**src/rtl/dpram_arb_pkg.sv**
```systemverilog
// dpram_arb_pkg: default widths and requester-index sizing shared by the dual-port RAM arbiter.
package dpram_arb_pkg;
   localparam int DEF_DATA_WIDTH = 8;
   localparam int DEF_ADDR_WIDTH = 4;
   localparam int DEF_NUM_REQ    = 4;
   localparam int DEF_CNT_WIDTH  = 16;
   function automatic int idx_width(input int n);
      return (n > 1) ? $clog2(n) : 1;
   endfunction
   localparam int DEF_IDX_WIDTH = idx_width(DEF_NUM_REQ);
endpackage

```
**src/rtl/dpram_port_arbiter_rr_pick2.sv**
```systemverilog
// rr_pick2: finds the first two set bits of a valid vector, scanning circularly from ptr.
module rr_pick2 #(
   parameter int N  = 4,
   parameter int IW = 2
) (
   input  logic [N-1:0]  valid,
   input  logic [IW-1:0] ptr,
   output logic [IW-1:0] idx_a,
   output logic [IW-1:0] idx_b,
   output logic          found_a,
   output logic          found_b
);
   logic [IW-1:0] j;
   always_comb begin
      j       = '0;
      idx_a   = '0;
      idx_b   = '0;
      found_a = 1'b0;
      found_b = 1'b0;
      for (int k = 0; k < N; k++) begin
         j = IW'((int'(ptr) + k) % N);
         if (valid[j] && !found_a) begin
            found_a = 1'b1;
            idx_a   = j;
         end else if (valid[j] && !found_b) begin
            found_b = 1'b1;
            idx_b   = j;
         end
      end
   end
endmodule

```
**src/rtl/dpram_port_arbiter.sv**
```systemverilog
// dpram_port_arbiter: round-robin sharing of a dual-port RAM between NUM_REQ requesters,
// deferring address-conflicting pairs and routing 1-cycle read data back to its requester.
module dpram_port_arbiter
   import dpram_arb_pkg::*;
#(
   parameter int DATA_WIDTH = DEF_DATA_WIDTH,
   parameter int ADDR_WIDTH = DEF_ADDR_WIDTH,
   parameter int NUM_REQ    = DEF_NUM_REQ,
   parameter int CNT_WIDTH  = DEF_CNT_WIDTH
) (
   input  logic                             clk,
   input  logic                             rst_n,
   input  logic [NUM_REQ-1:0]               req_valid,
   output logic [NUM_REQ-1:0]               req_ready,
   input  logic [NUM_REQ-1:0]               req_we,
   input  logic [NUM_REQ*ADDR_WIDTH-1:0]    req_addr,
   input  logic [NUM_REQ*DATA_WIDTH-1:0]    req_wdata,
   output logic [NUM_REQ-1:0]               rsp_valid,
   output logic [NUM_REQ*DATA_WIDTH-1:0]    rsp_data,
   output logic                             ram_we_a,
   output logic                             ram_we_b,
   output logic [ADDR_WIDTH-1:0]            ram_addr_a,
   output logic [ADDR_WIDTH-1:0]            ram_addr_b,
   output logic [DATA_WIDTH-1:0]            ram_din_a,
   output logic [DATA_WIDTH-1:0]            ram_din_b,
   input  logic [DATA_WIDTH-1:0]            ram_dout_a,
   input  logic [DATA_WIDTH-1:0]            ram_dout_b,
   output logic [CNT_WIDTH-1:0]             conflict_cnt
);
   localparam int IW = idx_width(NUM_REQ);
   logic [ADDR_WIDTH-1:0]         addr_u  [NUM_REQ];
   logic [DATA_WIDTH-1:0]         wdata_u [NUM_REQ];
   logic [IW-1:0]                 rr_ptr, idx_a, idx_b, tag_ia, tag_ib, last, ptr_next;
   logic                          found_a, found_b, tag_va, tag_vb, conflict, grant_a, grant_b;
   logic [NUM_REQ*DATA_WIDTH-1:0] held;

   genvar i;
   for (i = 0; i < NUM_REQ; i++) begin : g_unpack
      assign addr_u[i]  = req_addr[i*ADDR_WIDTH +: ADDR_WIDTH];
      assign wdata_u[i] = req_wdata[i*DATA_WIDTH +: DATA_WIDTH];
   end

   rr_pick2 #(.N(NUM_REQ), .IW(IW)) u_pick (
      .valid   (req_valid),
      .ptr     (rr_ptr),
      .idx_a   (idx_a),
      .idx_b   (idx_b),
      .found_a (found_a),
      .found_b (found_b)
   );

   assign conflict = found_b && (addr_u[idx_a] == addr_u[idx_b]) && (req_we[idx_a] || req_we[idx_b]);
   assign grant_a  = rst_n && found_a;
   assign grant_b  = rst_n && found_b && !conflict;
   assign last     = grant_b ? idx_b : idx_a;
   assign ptr_next = (last == IW'(NUM_REQ - 1)) ? '0 : last + 1'b1;

   assign ram_we_a   = grant_a && req_we[idx_a];
   assign ram_addr_a = grant_a ? addr_u[idx_a]  : '0;
   assign ram_din_a  = grant_a ? wdata_u[idx_a] : '0;
   assign ram_we_b   = grant_b && req_we[idx_b];
   assign ram_addr_b = grant_b ? addr_u[idx_b]  : '0;
   assign ram_din_b  = grant_b ? wdata_u[idx_b] : '0;

   always_comb begin
      req_ready = '0;
      if (grant_a) req_ready[idx_a] = 1'b1;
      if (grant_b) req_ready[idx_b] = 1'b1;
   end

   // Responses line up with the RAM's registered output, so the tagged slot shows dout directly.
   always_comb begin
      rsp_valid = '0;
      rsp_data  = held;
      for (int k = 0; k < NUM_REQ; k++) begin
         if (tag_va && tag_ia == IW'(k)) begin
            rsp_valid[k]                         = 1'b1;
            rsp_data[k*DATA_WIDTH +: DATA_WIDTH] = ram_dout_a;
         end
         if (tag_vb && tag_ib == IW'(k)) begin
            rsp_valid[k]                         = 1'b1;
            rsp_data[k*DATA_WIDTH +: DATA_WIDTH] = ram_dout_b;
         end
      end
   end

   always_ff @(posedge clk or negedge rst_n) begin
      if (!rst_n) begin
         rr_ptr       <= '0;
         tag_va       <= 1'b0;
         tag_vb       <= 1'b0;
         tag_ia       <= '0;
         tag_ib       <= '0;
         held         <= '0;
         conflict_cnt <= '0;
      end else begin
         held   <= rsp_data;
         tag_va <= grant_a && !req_we[idx_a];
         tag_vb <= grant_b && !req_we[idx_b];
         tag_ia <= idx_a;
         tag_ib <= idx_b;
         if (grant_a) rr_ptr <= ptr_next;
         if (conflict && !(&conflict_cnt)) conflict_cnt <= conflict_cnt + 1'b1;
      end
   end
endmodule

```
**config.mk**
```make
export PLATFORM = sky130hd
export DESIGN_NAME = dpram_port_arbiter
export DESIGN_NICKNAME = d
export VERILOG_FILES = /design/src/rtl/dpram_arb_pkg.sv /design/src/rtl/dpram_port_arbiter_rr_pick2.sv /design/src/rtl/dpram_port_arbiter.sv
export SDC_FILE = /design/constraint.sdc
export NUM_CORES = 1
export LEC_CHECK = 0
export BUFFER_PORTS_ARGS = -buffer_cell sky130_fd_sc_hd__buf_2
export CORE_ASPECT_RATIO = 1.25
export CORE_MARGIN = 2
export CORE_UTILIZATION = 40
export CTS_CLUSTER_DIAMETER = 30
export DETAILED_ROUTE_END_ITERATION = 10
export PLACE_DENSITY = 0.82
export SETUP_SLACK_MARGIN = 0.1
export SLEW_MARGIN = 20
export SYNTH_ARGS = -nofsm -noshare
export SYNTH_HDL_FRONTEND = slang
export SYNTH_SLANG_ARGS = --single-unit
```
**constraint.sdc**
```tcl
create_clock -name clk -period 2.85 [get_ports clk]
set_clock_uncertainty 0.1 [all_clocks]
set_input_delay 0 -clock clk [delete_from_list [all_inputs] [get_ports clk]]
set_output_delay 0 -clock clk [all_outputs]
set_load 0.005 [all_outputs]
```
# After elaboration in Yosys (flattened, before gate mapping)
# Cells that the tools add are included.
# word_totals
ff_bits,56
# op_classes
bitwise_logic,3
reduce_logical,40
eq_ne,8
order_cmp,10
mux,74
n_addsub,5
# ops
op,n
2-to-1 mux 8 bit,14
binary-select mux 8 bit (select 2 bit),2
2-to-1 mux 4 bit,8
2-to-1 mux 1 bit,27
logical AND 1 bit,26
2-to-1 mux 2 bit,13
"less-than comparator 2 x 3 -> 1 bit, second input constant",6
"adder 16 x 1 -> 16 bit, second input constant",1
binary-select mux 4 bit (select 2 bit),2
AND reduction 16 bit,1
binary-select mux 1 bit (select 2 bit),6
"equality test 2 bit, second input constant",5
zero test 1 bit,10
">= comparator 3 bit, second input constant",2
NOT 2 -> 3 bit,2
"adder 2 x 1 -> 2 bit, second input constant",2
"adder 2 bit, second input constant",2
demux 1 bit (select 2 bit),2
"equality test 2 x 1 -> 1 bit, second input constant",2
equality test 4 bit,1
">= comparator 2 x 1 -> 1 bit, second input constant",2
zero test 2 bit,2
OR 4 bit,1
logical OR 1 bit,1

# Longest topological paths before layout
# Gate-level depths: netlist (run 1).
# depth
ltp_word,28
mapped_depth,13
mapped_depth_nobuf,10

# By module
# A second synthesis (run 1) with hierarchy kept.
# hier_totals
cells_unflattened,369
area_unflattened_um2,3796.1
# by_module_without_submodules
module,cells_each,n_inst,seq_area_each_um2,area_per_inst_um2
dpram_port_arbiter,323,1,1401.3,3512.1
rr_pick2,46,1,0.0,284.0

# Worst setup path after synthesis (run 1)
# OpenSTA, ideal clock, no wires.
# synth_path
path_kind,register to register
start,register rr_ptr[0]
end,register conflict_cnt[1]
path_slack_ps,-102
synth_period_minus_slack_ps,2952
n_path_buf,2
setup_ps,125
path_stages_with_launch,13
arrival_ps,2727
path_cell_list,dfrtp_1 buf_2 and3b_1 o21a_1 or3_1 buf_6 inv_8 mux2i_1 mux2_2 xor2_1 nor3_4 nand3_2 mux2_4
# synth_between
elab_chain_cells,24
elab_cells_between_ends,61
cone_classes,add/sub: 3; eq/ne: 1; mux: 39; bitwise: 2; reduce/logical: 16
# synth_rtl
element,line,rtl
"start, declared",dpram_port_arbiter.sv:33,"logic [IW-1:0] rr_ptr, idx_a, idx_b, tag_ia, tag_ib, last, ptr_next;"
"start signal, assigned",dpram_port_arbiter.sv:102,if (grant_a) rr_ptr <= ptr_next;
binary-select mux 1 bit (select 2 bit),"dpram_port_arbiter_rr_pick2.sv:22, dpram_port_arbiter_rr_pick2.sv:25",
2-to-1 mux 1 bit (implied by the code),"dpram_port_arbiter_rr_pick2.sv:22, dpram_port_arbiter_rr_pick2.sv:25",
2-to-1 mux 1 bit,"dpram_port_arbiter_rr_pick2.sv:22, dpram_port_arbiter_rr_pick2.sv:25",
2-to-1 mux 1 bit,dpram_port_arbiter_rr_pick2.sv:22,if (valid[j] && !found_a) begin
zero test 1 bit,dpram_port_arbiter_rr_pick2.sv:25,end else if (valid[j] && !found_b) begin
logical AND 1 bit,dpram_port_arbiter_rr_pick2.sv:25,
2-to-1 mux 1 bit,dpram_port_arbiter_rr_pick2.sv:25,
2-to-1 mux 1 bit,dpram_port_arbiter_rr_pick2.sv:22,
(+7 left out),n/a,
2-to-1 mux 2 bit,dpram_port_arbiter_rr_pick2.sv:22,
NOT 2 -> 3 bit (implied by the code),dpram_port_arbiter.sv:52,assign conflict = found_b && (addr_u[idx_a] == addr_u[idx_b]) && (req_we[idx_a] || req_we[idx_b]);
binary-select mux 4 bit (select 2 bit),dpram_port_arbiter.sv:52,
2-to-1 mux 4 bit (implied by the code) (2 in series),dpram_port_arbiter.sv:52,
equality test 4 bit,dpram_port_arbiter.sv:52,
logical AND 1 bit,dpram_port_arbiter.sv:52,
logical AND 1 bit (*),dpram_port_arbiter.sv:52,
logical AND 1 bit (*),dpram_port_arbiter.sv:103,if (conflict && !(&conflict_cnt)) conflict_cnt <= conflict_cnt + 1'b1;
"end signal, assigned",dpram_port_arbiter.sv:103,
"end, declared",dpram_port_arbiter.sv:28,output logic [CNT_WIDTH-1:0] conflict_cnt
# Every way passes the cells marked *; elsewhere a longest branch is shown, timed or not. The select of a mux whose other input is x is not followed.
# A chain may end at the register's enable or synchronous reset.

# Worst setup path in the final report (run 1)
# layout_path
start,register rr_ptr[0]
end,output port req_ready[3]
# layout_between
elab_chain_cells,26
elab_cells_between_ends,78
cone_classes,add/sub: 3; order compare: 4; eq/ne: 1; mux: 46; bitwise: 3; reduce/logical: 21
# layout_rtl
element,line,rtl
binary-select mux 1 bit (select 2 bit),"dpram_port_arbiter_rr_pick2.sv:22, dpram_port_arbiter_rr_pick2.sv:25",
2-to-1 mux 1 bit (implied by the code),"dpram_port_arbiter_rr_pick2.sv:22, dpram_port_arbiter_rr_pick2.sv:25",
2-to-1 mux 1 bit,"dpram_port_arbiter_rr_pick2.sv:22, dpram_port_arbiter_rr_pick2.sv:25",
2-to-1 mux 1 bit,dpram_port_arbiter_rr_pick2.sv:22,
zero test 1 bit,dpram_port_arbiter_rr_pick2.sv:25,
logical AND 1 bit,dpram_port_arbiter_rr_pick2.sv:25,
2-to-1 mux 1 bit,dpram_port_arbiter_rr_pick2.sv:25,
2-to-1 mux 1 bit,dpram_port_arbiter_rr_pick2.sv:22,
(+8 left out),n/a,
NOT 2 -> 3 bit (implied by the code),dpram_port_arbiter.sv:52,
binary-select mux 4 bit (select 2 bit),dpram_port_arbiter.sv:52,
2-to-1 mux 4 bit (implied by the code) (2 in series),dpram_port_arbiter.sv:52,
equality test 4 bit,dpram_port_arbiter.sv:52,
logical AND 1 bit (2 in series),dpram_port_arbiter.sv:52,
zero test 1 bit,dpram_port_arbiter.sv:54,assign grant_b = rst_n && found_b && !conflict;
logical AND 1 bit,dpram_port_arbiter.sv:54,
2-to-1 mux 4 bit (*),dpram_port_arbiter.sv:68,if (grant_b) req_ready[idx_b] = 1'b1;
"end, declared",dpram_port_arbiter.sv:14,"output logic [NUM_REQ-1:0] req_ready,"
# Marked as above.

==> results of run 1 <==
==> routing by layer <==
layer / up-vias / track usage [%] / wire length, um
met5: - / 0 / 0
met4: 0 / 10.8 / 497
met3: 36 / 3.94 / 1030
met2: 261 / 45.0 / 7200
met1: 2106 / 27.9 / 5370
li1: 2081 / - / -
==> logic make-up after synthesis <==
| logic type | after synthesis |
|---|---|
| flip-flops | 56 |
| multiplexers | 72 |
| AND/OR/NAND/NOR | 194 |
| AO/OA/AOI/OAI | 86 |
| buffers and inverters | 44 |
| adder cells (fa/ha/maj) | 1 |
| XOR/XNOR | 17 |
==> layout by cell type, fill, tap and decap left out, types with 9 or more instances in the layout <==
| master | count |
|---|---|
| a211oi_2 | 18 |
| and3_1 | 14 |
| buf_2 | 154 |
| buf_4 | 52 |
| dfrtp_1 | 54 |
| dlygate4sd3_1 | 9 |
| mux2i_1 | 62 |
| nand2_1 | 88 |
| nand4_1 | 14 |
| nor2_1 | 23 |
| o21ai_0 | 36 |
| xnor2_1 | 14 |
==> worst min-delay path by stage <==
stage	end	depth (start not counted)	from
after floorplan	conflict_cnt[0]	0	rst_n
after detailed placement	tag_ia[1]	1	rst_n
final	held[11]	3	ram_dout_a[3]
after global placement	tag_ia[1]	1	rst_n
after CTS	held[11]	3	ram_dout_a[3]
after global routing	held[8]	3	ram_dout_a[0]
==> timing repair <==
item                                    in CTS  in global routing
cloned                                       1                  1
endpoints found under the setup margin      38                 46
resized for setup                           47                 33
pin swaps                                    6                 14
buffers inserted                            12                  5
hold buffers                                 9                  0
hold endpoints to repair                    88                  0
==> through the flow <==
stage                     total power [mW]  util [%]  worst slack [ps]  instance area [sq um]  TNS, ps
after global routing                  5.53      61.6              -446                   5980   -13220
final                                 5.21      61.6              -342                   5980    -9430
after detailed placement              4.00      53.8              -229                   5230    -5460
after CTS                             4.94      59.3              -256                   5760    -5560
after global placement                3.90      53.8              -187                   5230    -3680
after floorplan                       2.79         -             -72.7                   4080     -435
==> worst register-to-register path, delay by kind of cell (launching register included) <==
family,cells,cell delay [ps]
xor+xnor,1,160
buf+inv,2,350
simple gates,4,1050
flops,1,470
compound gates,1,210
mux,3,720
==> final cells by class <==
| type | instances | area (sq um) |
|---|---|---|
| Clock inverter | 2 | 13.8 |
| Fill cell | 805 | 3720 |
| Clock buffer | 6 | 139 |
| Inverter | 10 | 52.6 |
| Tap cell | 126 | 158 |
| Multi-Input combinational cell | 371 | 2770 |
| Sequential cell | 56 | 1400 |
| Timing Repair Buffer | 228 | 1450 |
==> state kept, by name (all words and copies together) (netlist names) <==
register and flops:
conflict_cnt 16, tag_va 1, tag_vb 1, tag_ib 2, held 32, rr_ptr 2
tag_ia 2
==> synthesized netlist by cell type (3+ instances only) <==
cell type	count
dfrtp_1	56
nand4_1	14
inv_1	8
a211oi_1	18
o22ai_1	4
mux2i_1	63
xor2_1	3
a21oi_1	5
nand3_1	10
buf_2	7
or3_1	4
nor4_1	4
o21ai_0	37
nand2b_1	7
xnor2_1	14
nand2_1	89
nor2_1	27
mux2_2	7
and3_1	19
clkbuf_1	19
buf_1	3
buf_6	4
nor2b_1	3
==> power breakdown <==
part | internal, mW | switching [mW]
clock | 0.352 | 0.277
sequential | 1.09 | 0.158
combinational | 1.61 | 1.72
==> metrics.log, run 1 <==
INFO  metric run_status = finished, violations left
INFO  metric violations = setup timing
INFO  metric cts.reportedPaths.clkPinSlew = 70 ps
INFO  metric path_buf_inv = 2
INFO  metric rrSetupSlack = -300 ps
INFO  metric tritoncts = built
INFO  metric crit_path_start = rr_ptr[0]
INFO  metric final-max-slew-violation-count = 0
INFO  metric placementRows = 40
INFO  metric post_synth_inst_count = 470
INFO  metric post_drt_via_cell_ratio = approximately 5.6
INFO  metric grt_max_degree = 52
INFO  metric synth.top_cell.area_share = a little over a third
INFO  metric initial_core_utilization = approximately two fifths
INFO  metric ys.warnings.count = 0
INFO  metric vias_in_the_first_global_route = ~4500
INFO  metric cts-root-buf = clkbuf_16
INFO  metric cp_max_stage_cell = dfrtp_2
INFO  metric synth_compound_area_share = between 10% and 20%
INFO  metric xor_xnor_fraction_of_synth_area = 3.70%
INFO  metric mappedNetlistNets = ~550
INFO  metric grt_antenna_before_repair = 0
INFO  metric fmax = ~310 MHz
INFO  metric timing.critical_path.cells = and3b_1, o21a_1, or3_4, inv_8, mux2i_1, mux2_4, xor2_2, nor3_4, a21o_4, o32ai_2, buf_2
INFO  metric cell_taking_the_most_area_after_synthesis = dfrtp_1
INFO  metric power_leakage = about 3.0 nW
INFO  metric synthToLayoutAreaGrowth = 48.5%
INFO  metric r2r.worst_path.cells = 11
INFO  metric critical_path.endpoint = req_ready[3]
INFO  metric tritoncts_num_sinks = 56
INFO  metric power.density = about 870 nW/um^2
INFO  metric fin_crit = 3190 ps
INFO  metric min_period_over_period = 112%
INFO  metric core_area = about 9700 sq um
INFO  metric fin_nets = around 750
INFO  metric syn-mean-instance-area = about 8.6 sq um
INFO  metric synth-edff-count = 0
INFO  metric chipHeight = approximately 120 um
INFO  metric cts_htree_levels = 2
INFO  metric hpwlAfterDp = between 9 and 10 mm
INFO  metric worst_path_largest_cell_delay = roughly 470 ps
INFO  metric timing.critical_path.max_delay_family = simple AND/OR/NAND/NOR gates
INFO  metric synth.yosys.seq_area_share = a little over a third
INFO  metric numPortBuffers = approximately 160
INFO  metric critical_path_arrival = between 3000 and 4000 ps
INFO  metric routabilityCongestion = 0.888
INFO  metric final_cell_count_no_fill = 799
INFO  metric synth_top_family_by_area = simple AND/OR/NAND/NOR gates
INFO  metric reg2reg_from = rr_ptr[0]
INFO  metric routed_wirelength = 14.1 mm
INFO  metric route.detailed.drc = 0
INFO  metric routed_wire_length_per_instance = around 18 um
INFO  metric starting_drc_count_in_detailed_routing = about 190
INFO  metric clock_path_buffers = 2
INFO  metric setup_viol = 36
INFO  metric cts-buffers-inserted = 5
INFO  metric num_io_pins = between 150 and 200
INFO  metric detail_route.first_pass.iterations = 5
INFO  metric maximum_vdd_drop = 0.457 mV
INFO  metric die-width = about 94 um
INFO  metric antenna_violating_nets_post_route = 0
INFO  metric setup.worst_path.end_class = output pin
INFO  metric synth_adder_area_share = 0.311%
INFO  metric report.final.hold_viol_count = 0
INFO  metric clk_latency = between 200 and 300 ps
INFO  metric sort_of_element_at_the_start_of_the_critical_path = register
INFO  metric regToRegEndpoint = conflict_cnt[1]
INFO  metric synthFlopType = dfrtp_1
INFO  metric floorplan.die_area = ~11000 sq um
INFO  metric max_slew_margin = 40.5%
INFO  metric synth.lib_cells_used.distinct = 58
INFO  metric ys_seq_elements = 56
INFO  metric worst_slew_pin_slew = 890 ps
INFO  metric place_inst = 764
INFO  metric antenna_cells = 0
INFO  metric area_of_the_mapped_netlist = 4030 sq um
INFO  metric total_global_routing_track_utilization = around 24%
INFO  metric path_max_fanout = 8
INFO  metric simple_gate_share_of_the_synthesized_area = a little under a quarter
INFO  metric detailroute.via_count = about 4500
INFO  metric drive_above_1_share = ~45%
INFO  metric synth_async_sr_flop_share = 100%
INFO  metric hold_slack = between 6 and 7 ps
INFO  metric yosys-mux-area-fraction = around 18%
INFO  metric timing_worst_setup_path_type = register to output pin
INFO  metric maxCapViolations = 0
INFO  metric grt_overflow_total = 0
INFO  metric cp.depth = 11
INFO  metric final_critical_path_setup_slack = -342 ps
INFO  metric yosys-top-cells-area = dfrtp_1 (35%), mux2i_1 (16%), nand2_1 (8.3%)
INFO  metric rsz0062_at_grt = true
INFO  metric worst_ep_required = 2750 ps
INFO  metric hold_path.class = input pin to register
INFO  metric grt_first_pass_wirelength = between 20 and 25 mm
Note: power is estimated with default switching activity, not from simulation.
==> run 2: changes to the inputs <==
--- a/config.mk
+++ b/config.mk
@@ -13,6 +13,7 @@
 export DETAILED_ROUTE_END_ITERATION = 10
 export PLACE_DENSITY = 0.82
 export SETUP_SLACK_MARGIN = 0.1
+export SKIP_LAST_GASP = 1
 export SLEW_MARGIN = 20
 export SYNTH_ARGS = -nofsm -noshare
 export SYNTH_HDL_FRONTEND = slang
==> run 2 against run 1 <==
Compared with the run above:
- the flow still finishes with violations (setup timing)
- die area unchanged
- sequential power about the same
- clock power decreased by 0.6%
- sequential share of layout area decreased by 0.26 points
- final area increased by 1.1%
- setup slack improved by 17 ps
- critical endpoint unchanged
- global-route usage about the same
- register-to-register slack improved by 70 ps
- non-clock buffer count increased by 7
- routed wire length increased by 0.90%
- highest routed layer unchanged
- hold slack improved by 3.4 ps
==> metrics.log, run 2 (synthesis gave the netlist of run 1 again) <==
INFO  metric fin_crit = 3180 ps (-17.1 ps)
INFO  metric setup.worst_path.end_class = output pin
INFO  metric final_area = 6050 sq um (+1.1%)
INFO  metric report.final.hold_viol_count = 0 (unchanged)
INFO  metric path_max_fanout = 8 (unchanged)
INFO  metric antenna_violating_nets_post_route = 0 (unchanged)
INFO  metric routed_wirelength = 14.2 mm (+0.90%)
INFO  metric max_slew_margin = 40.7% (+0.25 points)
INFO  metric setup-tns-final = -8190 ps (+1240 ps)
INFO  metric worst_ep_required = 2750 ps (about the same)
INFO  metric placement.setup.worst_slack = -229 ps (unchanged)
INFO  metric placement.cell_area = 5230 sq um (unchanged)
INFO  metric numPortBuffers = 155 (unchanged)
INFO  metric r2r.worst_path.cells = 13 (+2)
INFO  metric synthToLayoutAreaGrowth = 50.2%
INFO  metric num_io_pins = 156 (unchanged)
INFO  metric min_period_over_period = 111% (-0.60 points)
INFO  metric placementRows = 40 (unchanged)
INFO  metric final_cell_mix = buf_2 (154), nand2_1 (87), mux2i_1 (61)
INFO  metric final_critical_path_setup_slack = -325 ps (+17.1 ps)
INFO  metric initial_core_utilization = 41.5% (unchanged)
INFO  metric largest_registers = held: 32 flops, conflict_cnt: 16 flops
INFO  metric vias_in_the_first_global_route = 4513 (+0.022%)
INFO  metric critical_path_arrival = 3080 ps (about the same)
INFO  metric starting_drc_count_in_detailed_routing = 196 (+2.6%)
INFO  metric antenna_cells = 0 (unchanged)
INFO  metric chipHeight = 116 um (unchanged)
INFO  metric register_bank_with_the_most_flops = held
INFO  metric setup_viol = 35 (-2.8%)
INFO  metric maxCapViolations = 0 (unchanged)
INFO  metric routed_wire_length_per_instance = 17.6 um (about the same)
INFO  metric tritoncts = built
INFO  metric worst_slew_pin_slew = 886 ps (-3.69 ps)
INFO  metric drive_above_1_share = 45.7% (+0.56 points)
INFO  metric floorplan.die_area = 10900 sq um (unchanged)
INFO  metric clk_latency = 290 ps (about the same)
INFO  metric run_status = finished, violations left
INFO  metric clock_path_buffers = 2 (unchanged)
INFO  metric final-max-slew-violation-count = 0 (unchanged)
INFO  metric hpwlAfterDp = 9.97 mm (unchanged)
INFO  metric power = 5.31 mW (+2.0%)
INFO  metric power_leakage = 3.06 nW (+1.3%)
INFO  metric cts_htree_levels = 2 (unchanged)
INFO  metric detailroute.via_count = 4510 (+0.58%)
INFO  metric grt_max_degree = 52 (unchanged)
INFO  metric fin_nets = 754 (+0.94%)
INFO  metric route.detailed.drc = 0 (unchanged)
INFO  metric cts.reportedPaths.clkPinSlew = 70 ps (about the same)
INFO  metric tritoncts_num_sinks = 56 (unchanged)
INFO  metric regToRegEndpoint = conflict_cnt[1]
INFO  metric cts-root-buf = clkbuf_16
INFO  metric hold_path_startpoint = ram_dout_a[3]
INFO  metric grt_antenna_before_repair = 0 (unchanged)
INFO  metric core_utilization_of_the_finished_layout = 62.3% (+0.70 points)
INFO  metric largest_register_ff_count = 32 (unchanged)
INFO  metric violations = setup timing
INFO  metric post_drt_via_cell_ratio = 5.60 (-0.29%)
INFO  metric layout_commonest_cell = buf_2
INFO  metric total_global_routing_track_utilization = 24.5% (about the same)
INFO  metric hold_path.class = input pin to register
INFO  metric power.density = 878 nW/um^2 (+0.86%)
INFO  metric layout.filler_cells = 794 (-1.4%)
INFO  metric routabilityCongestion = 0.888 (unchanged)
INFO  metric cts-buffers-inserted = 5 (unchanged)
INFO  metric sort_of_element_at_the_start_of_the_critical_path = register
INFO  metric grt_overflow_total = 0 (unchanged)
INFO  metric grt_first_pass_wirelength = 21.5 mm (about the same)
INFO  metric timing_worst_setup_path_type = register to output pin
INFO  metric crit_path_start = rr_ptr[1]
INFO  metric fmax = 315 MHz (+0.54%)
INFO  metric critical_path.endpoint = req_ready[3]
INFO  metric rsz0062_at_grt = true
INFO  metric rrSetupSlack = -230 ps (+70 ps)
INFO  metric core_area = 9710 sq um (unchanged)
INFO  metric maximum_vdd_drop = 0.497 mV (+8.6%)
INFO  metric reg2reg_from = rr_ptr[1]
INFO  metric die-width = 93.8 um (unchanged)
INFO  metric detail_route.first_pass.iterations = 5 (unchanged)
run 2: cell types whose count changed in the layout (fill, tap and decap cells not counted), sizes merged:
cell  change
buf       +7
run 2: per-layer routing:
layer	global-route usage [%]	vias up	share of wire, %
met5	0	-	0
met4	10.8	0	3.5
met3	3.94	38	7.7
met2	45.0	264	52
met1	27.9	2121	37
li1	-	2087	-
run 2: critical path: stages (launching register included):
cell and delay (ps):
dfrtp_2 450, buf_6 150, nand4bb_4 150, o311ai_4 100
or3_4 400, inv_8 110, mux2i_1 80, mux2_4 300
xor2_2 190, nor3_4 280, buf_4 170, a21o_4 190
o32ai_2 90, buf_2 140
run 2: power breakdown:
part	switching (mW)	total [mW]	internal, mW
combinational	1.75	3.44	1.69
clock	0.273	0.625	0.352
sequential	0.158	1.25	1.09
run 2: final cells by class:
cell class / count / area, sq um / share of cell area, %
multi-input combinational: 371 / 2780 / 45.9
timing repair buffer: 235 / 1510 / 25.0
sequential: 56 / 1400 / 23.2
tap: 126 / 158 / 2.60
clock buffer: 6 / 139 / 2.29
inverter: 10 / 52.6 / 0.868
clock inverter: 2 / 13.8 / 0.227
run 2: how the worst min path moves through the flow:
stage / cells past startpoint / slack, ps / end
floorplan: 0 / -400 / conflict_cnt[0]
global placement: 1 / -240 / tag_ia[1]
detailed placement: 1 / -240 / tag_ia[1]
CTS: 3 / 3 / held[11]
global route: 3 / 20 / held[8]
finish: 3 / 10 / held[11]
run 2: timing repair:
item	in CTS	in global routing
gates resized for setup	46	35
cloned	1	1
setup endpoints to repair	38	46
hold buffers	9	0
pin swaps	6	21
hold endpoints to repair	88	0
buffers inserted	12	11
run 2: per-stage QoR:
step	hold WS [ps]	std cells
floorplan	-396	470
global placement	-237	764
detailed placement	-238	764
CTS	2.80	794
global route	22.4	806
finish	9.63	806
==> run 3: changes to the inputs <==
--- a/config.mk
+++ b/config.mk
@@ -5,6 +5,7 @@
 export SDC_FILE = /design/constraint.sdc
 export NUM_CORES = 1
 export LEC_CHECK = 0
+export ABC_AREA = 1
 export BUFFER_PORTS_ARGS = -buffer_cell sky130_fd_sc_hd__buf_2
 export CORE_ASPECT_RATIO = 1.25
 export CORE_MARGIN = 2
@@ -17,4 +18,5 @@
 export SLEW_MARGIN = 20
 export SYNTH_ARGS = -nofsm -noshare
 export SYNTH_HDL_FRONTEND = slang
+export SYNTH_HIERARCHICAL = 1
 export SYNTH_SLANG_ARGS = --single-unit
==> run 3 against run 2 <==
Compared with the run above:
- the run still ends with setup timing left
- highest routed layer unchanged
- die area grew 2.3%
- first-iteration DRC count grew 69%
- critical endpoint is now conflict_cnt[8]
- flip-flop and latch count is the same
- sequential share of layout area shrank 1.8 points
==> metrics.log, run 3 <==
INFO  metric register_bank_with_the_most_flops = held
INFO  metric yosys-top-cells-area = dfrtp_1 (34%), nand2_1 (21%), o21ai_0 (6.3%)
INFO  metric synth.top_cell.area_share = 34.0% (-0.82 points)
INFO  metric hold_path.class = input pin to register
INFO  metric worst_path_largest_cell_delay = 500 ps (+50 ps)
INFO  metric placement.cell_area = 5540 sq um (+5.9%)
INFO  metric route.detailed.drc = 0 (unchanged)
INFO  metric worst_slew_pin_slew = 730 ps (-156 ps)
INFO  metric fin_nets = 928 (+23%)
INFO  metric timing_worst_setup_path_type = register to register
INFO  metric routabilityCongestion = 0.962 (+8.4%)
INFO  metric grt_max_degree = 57 (+9.6%)
INFO  metric syn-mean-instance-area = 6.73 sq um (-21%)
INFO  metric path_max_fanout = 8 (unchanged)
INFO  metric final_cell_mix = nand2_1 (196), buf_2 (156), buf_4 (72)
INFO  metric ys.warnings.count = 6 (+6)
INFO  metric cpMostUsedCell = nand2_4
INFO  metric cts-root-buf = clkbuf_16
INFO  metric synthFlopType = dfrtp_1
INFO  metric synth-edff-count = 0 (unchanged)
INFO  metric total_global_routing_track_utilization = 26.4% (+1.9 points)
INFO  metric placementRows = 41 (+2.5%)
INFO  metric violations = setup timing
INFO  metric core_area = 10100 sq um (+3.6%)
INFO  metric worst_ep_required = 2960 ps (+210 ps)
INFO  metric commonest_cells_post_synth = nand2_1 (231), dfrtp_1 (56), o21ai_0 (52)
INFO  metric cp_max_stage_cell = dfrtp_2
INFO  metric report.final.hold_viol_count = 0 (unchanged)
INFO  metric critical_path_arrival = 3530 ps (+450 ps)
INFO  metric synth.most_common_cell = nand2_1
INFO  metric detail_route.first_pass.iterations = 5 (unchanged)
INFO  metric synth.yosys.seq_area_share = 34.0% (-0.82 points)
INFO  metric setup.worst_path.end_class = register
INFO  metric post_drt_via_cell_ratio = 5.38 (-3.9%)
INFO  metric routed_wirelength = 15.4 mm (+8.5%)
INFO  metric cts-buffers-inserted = 5 (unchanged)
INFO  metric numPortBuffers = 155 (unchanged)
INFO  metric rsz0062_at_grt = true
INFO  metric die-width = 94.8 um (+1.2%)
INFO  metric largest_registers = held: 32 flops, conflict_cnt: 16 flops
INFO  metric fmax = 293 MHz (-7.0%)
INFO  metric mappedNetlistNets = 688 (+26%)
INFO  metric run_status = finished, violations left
INFO  metric synth_async_sr_flop_share = 100% (unchanged)
INFO  metric sort_of_element_at_the_start_of_the_critical_path = register
INFO  metric clk_latency = 290 ps (about the same)
INFO  metric fin_crit = 3420 ps (+240 ps)
INFO  metric final_critical_path_setup_slack = -565 ps (-240 ps)
INFO  metric hpwlAfterDp = 10.4 mm (+4.5%)
INFO  metric max_slew_margin = 51.4% (+11 points)
INFO  metric antenna_violating_nets_post_route = 0 (unchanged)
INFO  metric num_io_pins = 156 (unchanged)
INFO  metric post_synth_inst_count = 613 (+30%)
INFO  metric grt_overflow_total = 0 (unchanged)
INFO  metric routed_wire_length_per_instance = 15.7 um (-11%)
INFO  metric cts_htree_levels = 2 (unchanged)
INFO  metric cts.reportedPaths.clkPinSlew = 70 ps (about the same)
INFO  metric area_of_the_mapped_netlist = 4130 sq um (+2.4%)
INFO  metric setup_viol = 36 (+2.9%)
INFO  metric initial_core_utilization = 41.0% (-0.45 points)
INFO  metric ys_seq_elements = 56 (unchanged)
INFO  metric starting_drc_count_in_detailed_routing = 332 (+69%)
INFO  metric drive_above_1_share = 43.8% (-1.9 points)
INFO  metric vias_in_the_first_global_route = 4969 (+10%)
INFO  metric chipHeight = 118 um (+1.2%)
INFO  metric tritoncts = built
INFO  metric layout_commonest_cell = nand2_1
INFO  metric tritoncts_num_sinks = 56 (unchanged)
INFO  metric final-max-slew-violation-count = 0 (unchanged)
INFO  metric min_period_over_period = 120% (+8.4 points)
INFO  metric detailroute.via_count = 5285 (+17%)
INFO  metric clock_path_buffers = 2 (unchanged)
INFO  metric grt_antenna_before_repair = 0 (unchanged)
INFO  metric antenna_cells = 0 (unchanged)
INFO  metric layout.filler_cells = 838 (+5.5%)
INFO  metric maxCapViolations = 0 (unchanged)
INFO  metric synth.lib_cells_used.distinct = 35 (-40%)
INFO  metric final_area = 6560 sq um (+8.4%)
INFO  metric grt_first_pass_wirelength = 23.7 mm (+10%)
INFO  metric cell_taking_the_most_area_after_synthesis = dfrtp_1
INFO  metric floorplan.die_area = 11100 sq um (+2.3%)
INFO  metric largest_register_ff_count = 32 (unchanged)
INFO  metric setup-tns-final = -15840 ps (-7650 ps)
INFO  metric core_utilization_of_the_finished_layout = 65.3% (+2.9 points)
INFO  metric synthToLayoutAreaGrowth = 59.0%
[run 3: changes by cell type after synthesis, sizes merged, moves of 14 or more]
cell,previous run,this run
a211oi,18,0
nand4,15,1
nand3,11,51
nand2,89,245
inv,10,46
nor2,27,44
and3,19,0
o21ai,37,55
mux2i,63,0
o211ai,2,16
a22oi,1,24
[run 3: kinds of logic after synthesis]
| logic type | synth area share, % |
|---|---|
| AOI/OAI and AO/OA | 17.9 |
| and+or+nand+nor | 36.2 |
| xor gates and xnor gates | 3.94 |
| DFF | 34.0 |
| adders and majority gates | 0.303 |
| buffers and inverters | 7.76 |
[run 3: final cells by class]
class	instances	area (sq um)	share of cell area [%]
clock buffer	7	153	2.33
clock inverter	1	30.0	0.458
inverter	48	206	3.15
multi-input combinational	486	2910	44.3
sequential	56	1400	21.4
tap	129	161	2.46
timing repair buffer	256	1700	25.9
[run 3: repair_timing]
item | CTS | global route
setup buffers | 25 | 6
cloned | 2 | 2
setup endpoints to repair | 49 | 47
endpoints found under the hold margin | 77 | 0
gates resized for setup | 58 | 61
pin swaps | 27 | 23
hold buffers | 9 | 0
[run 3: path summary, 6_finish.rpt]
path                            slack, ps  cells after the start         endpoint       startpoint
worst min register to register        420                      1  conflict_cnt[0]  conflict_cnt[0]
min in group asynchronous             370                      3         held[20]            rst_n
worst max register to register       -570                     25  conflict_cnt[8]        rr_ptr[0]
worst min-delay path                   20                      3         held[29]    ram_dout_b[5]
max in group asynchronous            1740                      3        rr_ptr[0]            rst_n
worst max-delay path                 -570                     25  conflict_cnt[8]        rr_ptr[0]
[run 3: worst max-delay path: cells and delay by family (launching register included)]
family                    cells  cell delay [ps]
AOI/OAI and AO/OA             2              400
xor gates and xnor gates      1              170
and+or+nand+nor              16             1460
buffers and inverters         6              700
DFF                           1              500
[run 3: routing by layer]
metal / GRT usage (%) / share of wire [%] / vias to the layer above
li1: - / - / 2507
met1: 30.9 / 37 / 2429
met2: 46.6 / 52 / 296
met3: 4.29 / 7.7 / 53
met4: 11.0 / 3.7 / 0
met5: 0 / 0 / -
[run 3: metrics by stage]
stage	cells	hold WS, ps	worst slack (ps)
finish	983	22.9	-565
global route	983	54.1	-728
CTS	976	3.31	-362
detailed placement	935	190	-374
global placement	935	195	-264
floorplan	613	-396	-140
Power of run 3 is left out: the tool's default activity adds up to more than one toggle a clock period on the data nets, which glitch-free logic cannot reach.
